File: src/rtl/apb_requester.sv
// Single-outstanding APB-style requester: turns a valid/ready command into a
// SETUP/ACCESS bus transfer and returns the result on a one-entry response
// register with backpressure. ACCESS can be aborted by an optional timeout.
module apb_requester #(
    parameter int unsigned DATA_WIDTH = 8,
    parameter int unsigned ADDR_WIDTH = 5,
    parameter int unsigned TIMEOUT    = 16
) (
    input  logic                  clk,
    input  logic                  reset,
    // Command channel
    input  logic                  cmd_valid,
    output logic                  cmd_ready,
    input  logic                  cmd_wr,
    input  logic [ADDR_WIDTH-1:0] cmd_addr,
    input  logic [DATA_WIDTH-1:0] cmd_wdata,
    // Response channel
    output logic                  rsp_valid,
    input  logic                  rsp_ready,
    output logic                  rsp_wr,
    output logic [DATA_WIDTH-1:0] rsp_rdata,
    output logic                  rsp_err,
    // Bus
    output logic                  sel,
    output logic                  enable,
    output logic                  wr,
    output logic [ADDR_WIDTH-1:0] addr,
    output logic [DATA_WIDTH-1:0] wdata,
    input  logic                  ready,
    input  logic [DATA_WIDTH-1:0] rdata,
    output logic                  busy
);

    // A zero-width counter is illegal, so keep one bit when the timeout is off.
    localparam int unsigned CntW = (TIMEOUT > 0) ? $clog2(TIMEOUT + 1) : 1;
    localparam logic [CntW-1:0] CntMax  = {CntW{1'b1}};
    localparam logic [CntW-1:0] CntLast = CntW'((TIMEOUT > 0) ? TIMEOUT - 1 : 0);

    typedef enum logic [1:0] {
        StIdle   = 2'b00,
        StSetup  = 2'b01,
        StAccess = 2'b10
    } state_e;

    state_e                  state_q, state_d;
    logic                    wr_q;
    logic [ADDR_WIDTH-1:0]   addr_q;
    logic [DATA_WIDTH-1:0]   wdata_q;
    logic [CntW-1:0]         cnt_q, cnt_d;

    logic                    rsp_valid_q, rsp_valid_d;
    logic                    rsp_wr_q, rsp_wr_d;
    logic                    rsp_err_q, rsp_err_d;
    logic [DATA_WIDTH-1:0]   rsp_rdata_q, rsp_rdata_d;

    logic                    accept;
    logic                    in_setup;
    logic                    in_access;
    logic                    done;
    logic                    timeout_hit;

    // Handshake and phase decode from registered state only.
    always_comb begin
        in_setup    = (state_q == StSetup);
        in_access   = (state_q == StAccess);
        cmd_ready   = (state_q == StIdle) && !rsp_valid_q;
        accept      = cmd_valid && cmd_ready;
        done        = in_access && ready;
        // ready on the last allowed cycle takes priority over the abort.
        timeout_hit = (TIMEOUT > 0) && in_access && !ready && (cnt_q == CntLast);
    end

    // Next-state logic; unused encodings fall back to idle.
    always_comb begin
        state_d = state_q;
        case (state_q)
            StIdle:   if (accept) state_d = StSetup;
            StSetup:  state_d = StAccess;
            StAccess: if (done || timeout_hit) state_d = StIdle;
            default:  state_d = StIdle;
        endcase
    end

    // Wait counter: cleared on accept, counts ACCESS cycles without ready, saturates.
    always_comb begin
        cnt_d = cnt_q;
        if (accept) begin
            cnt_d = '0;
        end else if (in_access && !ready && (cnt_q != CntMax)) begin
            cnt_d = cnt_q + CntW'(1);
        end
    end

    // Response register next-state: load on completion or abort, clear on pop.
    always_comb begin
        rsp_valid_d = rsp_valid_q;
        rsp_wr_d    = rsp_wr_q;
        rsp_err_d   = rsp_err_q;
        rsp_rdata_d = rsp_rdata_q;
        if (done) begin
            rsp_valid_d = 1'b1;
            rsp_wr_d    = wr_q;
            rsp_err_d   = 1'b0;
            rsp_rdata_d = wr_q ? '0 : rdata;
        end else if (timeout_hit) begin
            rsp_valid_d = 1'b1;
            rsp_wr_d    = wr_q;
            rsp_err_d   = 1'b1;
            rsp_rdata_d = '0;
        end else if (rsp_valid_q && rsp_ready) begin
            rsp_valid_d = 1'b0;
        end
    end

    // State, counter and response registers.
    always_ff @(posedge clk or posedge reset) begin
        if (reset) begin
            state_q     <= StIdle;
            cnt_q       <= '0;
            rsp_valid_q <= 1'b0;
            rsp_wr_q    <= 1'b0;
            rsp_err_q   <= 1'b0;
            rsp_rdata_q <= '0;
        end else begin
            state_q     <= state_d;
            cnt_q       <= cnt_d;
            rsp_valid_q <= rsp_valid_d;
            rsp_wr_q    <= rsp_wr_d;
            rsp_err_q   <= rsp_err_d;
            rsp_rdata_q <= rsp_rdata_d;
        end
    end

    // Command latch, captured on accept and held for the whole transfer.
    always_ff @(posedge clk or posedge reset) begin
        if (reset) begin
            wr_q    <= 1'b0;
            addr_q  <= '0;
            wdata_q <= '0;
        end else if (accept) begin
            wr_q    <= cmd_wr;
            addr_q  <= cmd_addr;
            wdata_q <= cmd_wdata;
        end
    end

    // Bus drive: latched command only while a transfer is in flight, zero in idle.
    always_comb begin
        sel       = in_setup || in_access;
        enable    = in_access;
        busy      = sel;
        wr        = sel ? wr_q : 1'b0;
        addr      = sel ? addr_q : '0;
        wdata     = sel ? wdata_q : '0;
        rsp_valid = rsp_valid_q;
        rsp_wr    = rsp_wr_q;
        rsp_err   = rsp_err_q;
        rsp_rdata = rsp_rdata_q;
    end

endmodule

File: config.mk
export PLATFORM = sky130hd
export DESIGN_NAME = apb_requester
export DESIGN_NICKNAME = d
export VERILOG_FILES = /design/src/rtl/apb_requester.sv
export SDC_FILE = /design/constraint.sdc
export NUM_CORES = 1
export LEC_CHECK = 0
export ABC_AREA = 1
export BUFFER_PORTS_ARGS = -buffer_cell sky130_fd_sc_hd__buf_4
export CORE_ASPECT_RATIO = 1.4
export CORE_MARGIN = 3
export CORE_UTILIZATION = 53
export DETAILED_ROUTE_END_ITERATION = 8
export PLACE_DENSITY = 0.94
export RECOVER_POWER = 25
export SLEW_MARGIN = 20
export SYNTH_ARGS = -nofsm -noshare
export SYNTH_HDL_FRONTEND = slang
export SYNTH_SLANG_ARGS = --single-unit
File: constraint.sdc
create_clock -name clk -period 3.3 [get_ports clk]
set_input_delay 0.66 -clock clk [delete_from_list [all_inputs] [get_ports clk]]
set_output_delay 0.66 -clock clk [all_outputs]
set_load 0.01 [all_outputs]
==> flow_summary.json <==
{
  "synth_nets": 228,
  "cts_resized": 0,
  "yosys-top-cells-count": "nand2_1 (76), dfrtp_1 (32), nand3_1 (27), inv_1 (23), ha_1 (7)",
  "start_util_pct": 58.0,
  "clk_pin_slew_ns": 0.10,
  "synthTopCellsByArea": "dfrtp_1 (51%), nand2_1 (18%), nand3_1 (8.5%), ha_1 (5.5%), inv_1 (5.5%)",
  "cts_hold_buffers": 0,
  "ant_nets": 0,
  "yosys.area.top_type": "dfrtp_1",
  "place_area_mm2": 0.00199,
  "dieWidth_um": 52.2,
  "worstSetupStartpointType": "flop",
  "post_cts_buffers": 0,
  "min_path_cells": 2,
  "drive_gt1_share_pct": 28.7,
  "worst_slew_pin_slew_ns": 1.69,
  "reg2reg_depth": 6,
  "p_int_uw": 1120,
  "antenna_found_initial": 0,
  "path_class": "flop to output port",
  "combPwrFrac_pct": 49.7,
  "final_design_area_no_fill_mm2": 0.00207,
  "timing.rr.end": "rsp_valid$_DFFE_PP0P_",
  "drcViolationCount": 0,
  "cts_made_buffers": 5,
  "ios": 56,
  "switchingPower_uw": 780,
  "finalMaxSlewViolations": 33,
  "yosysMostFrequentCell": "nand2_1",
  "violations": "capacitance limit, slew limit",
  "async_flop_share_pct": 100,
  "io_buffers": 55,
  "grt_pass1_vias": 1380,
  "power_leakage_uw": 0.00125,
  "endpoint_kind": "output port",
  "insertion_delay_ns": 0.34,
  "min-delay-start": "rsp_rdata[0]$_DFFE_PP0P_",
  "clk_path_buf_depth": 2,
  "finalClockSkew_ns": 0.00896,
  "fin_nets": 284,
  "hold_path_end": "rsp_rdata[0]$_DFFE_PP0P_",
  "synthMuxAreaShare_pct": 0,
  "final_hold_viol_count": 0,
  "synth-edff-count": 0,
  "r2r-start": "cnt_q[0]$_DFFE_PP0P_",
  "avgSynthCellArea_um2": 8.15,
  "hpwl_um": 2650,
  "cts_tree": "done",
  "synth_top_area_share_pct": 50.6,
  "max_freq_ghz": 0.419,
  "synth_cell_types": 22,
  "synthFlopType": "dfrtp_1",
  "yosys_warnings": 0,
  "diodes": 0,
  "setup_violations": 0,
  "wl_per_cell_um": 12.3,
  "synth_xor_area_share_pct": 0,
  "tns_ns": 0,
  "power.density_mw_per_mm2": 918,
  "synth_top_family_by_area": "simple AND/OR/NAND/NOR gates",
  "drtIter0Drc": 52,
  "pwr-share-clk_pct": 15.4,
  "clockRootBuffer": "clkbuf_4",
  "htree_levels": 2,
  "routed-via-count": 1397,
  "core_mm2": 0.00273,
  "rows": 22,
  "fin_crit_ns": 2.39,
  "drt_wl_total_um": 3540,
  "dr.pass1.iters": 4,
  "grt_usage_pct": 21.1,
  "maxCapViolCount": 1,
  "swShare_pct": 41.0,
  "status": "finished with violations",
  "grt_pass1_wl_um": 5800,
  "synth-compound-area-share_pct": 2.37,
  "yosys.area_share.adder_pct": 5.54,
  "synth_seq_cells": 32,
  "ff_latch_area_um2": 801,
  "syn_area_mm2": 0.00158,
  "grt-ovfl-total": 0,
  "required_ns": 2.64,
  "die_h_um": 70.6,
  "grt_max_degree": 33,
  "placed_cells": 279,
  "multi_input_area_um2": 631,
  "yosysSeqAreaShare_pct": 50.6,
  "dieArea_mm2": 0.00368,
  "hold_class": "flop to flop",
  "r2r_slack_ns": 1.35,
  "syn2layout_area_growth_pct": 30.9,
  "power_frac_seq_pct": 35.0,
  "gp_congestion": 0.750,
  "via_per_inst": 4.87,
  "clock-sinks": 32,
  "synth-simple-area-share_pct": 32.0,
  "crit_fanout": 16,
  "slew_headroom_pct": -12.4,
  "ir_worst_vdd_uv": 732,
  "netlist_instances": 194,
  "fill_cells": 206,
  "crit_arrival_ns": 1.73,
  "finalNonFillerCells": 287,
  "fin_crit_sh_pct": 72.3,
  "grt_setup_unrepaired": "false"
}
## worst max path at each step
| stage | start | to | slack, ns | cells past startpoint |
|---|---|---|---|---|
| 3_5_place_dp | state_q[0]$_DFFE_PP0P_ | addr[1] | 1.28 | 5 |
| 4_1_cts | state_q[0]$_DFFE_PP0P_ | addr[1] | 0.89 | 5 |
| 3_3_place_gp | state_q[1]$_DFFE_PP0P_ | addr[3] | 1.36 | 5 |
| 6_report | state_q[0]$_DFFE_PP0P_ | addr[1] | 0.91 | 5 |
| 2_1_floorplan | state_q[0]$_DFFE_PP0P_ | wdata[0] | 1.46 | 5 |
| 5_1_grt | state_q[0]$_DFFE_PP0P_ | addr[3] | 0.70 | 5 |
## area by class of cell
type / count / area share, %
clock inverters: 3 / 2.05
flip-flops and latches: 32 / 38.7
multi-input cells: 129 / 30.5
inverters: 26 / 4.71
well taps: 36 / 2.18
repair buffers: 56 / 20.1
clock buffers: 5 / 1.81
## placed cells by master, fill, tap and decap left out
| master | count |
|---|---|
| clkbuf_1 | 1 |
| nand3b_2 | 1 |
| buf_4 | 54 |
| o21ai_0 | 1 |
| bufinv_16 | 1 |
| clkinvlp_4 | 1 |
| nand4_1 | 1 |
| nor2_1 | 5 |
| o21ai_2 | 1 |
| clkinv_1 | 1 |
| clkinv_2 | 1 |
| clkbuf_4 | 6 |
| nand2_2 | 1 |
| dfrtp_1 | 32 |
| nor2_4 | 1 |
| nand3b_1 | 2 |
| nand2_1 | 76 |
| ha_1 | 7 |
| nor2_2 | 1 |
| inv_2 | 2 |
| nand3_1 | 27 |
| nand3_2 | 1 |
| o21ai_1 | 3 |
| a21oi_2 | 1 |
| inv_1 | 23 |
## metal layers
layer  routed length, µm  vias up  track usage (%)  part of all wire [%]
met5                   0        -                0                     0
li1                    -      708                -                     -
met1                1360      631             21.3                    38
met2                1820       54             39.4                    51
met4                  42        0             6.25                   1.2
met3                 321        4             6.95                   9.1
## stage by stage
step / hold WS, ns / util, % / worst slack (ns) / total power [µW]
after CTS: 0.380 / 76.1 / 0.891 / 1920
after detailed placement: 0.464 / 73.2 / 1.28 / 1620
after floorplan: 0.449 / - / 1.46 / 1250
final: 0.487 / 76.0 / 0.913 / 1900
after global placement: 0.459 / 73.2 / 1.36 / 1580
after global routing: 0.496 / 76.0 / 0.697 / 2070
## worst max-delay path, cell delays in order, from the launching register on
cell,delay (ns)
dfrtp_1,0.38
inv_1,0.09
ha_1,0.60
nand2_1,0.12
inv_1,0.09
buf_4,0.12
## power by group through the flow
stage | Sequential, µW | Combinational [µW] | Clock, µW
after floorplan | 672 | 574 | 0
after global placement | 657 | 920 | 0
after detailed placement | 669 | 951 | 0
after CTS | 663 | 956 | 301
after global routing | 691 | 1060 | 316
final | 665 | 944 | 292
## cell families (layout without fill, tap and decap cells)
kind of cell | after synthesis | count (layout)
buf+inv | 33 | 90
compound gates | 6 | 6
flops | 32 | 32
fa+ha+maj | 7 | 7
simple gates | 116 | 116
## flip-flops by register name (all words and copies together) (netlist names)
name and cells:
wr_q 1, rsp_valid 1, cnt_q 5, rsp_wr 1, state_q 2, addr_q 5, rsp_err 1, rsp_rdata 8
wdata_q 8
(Power assumes the default switching activity.)
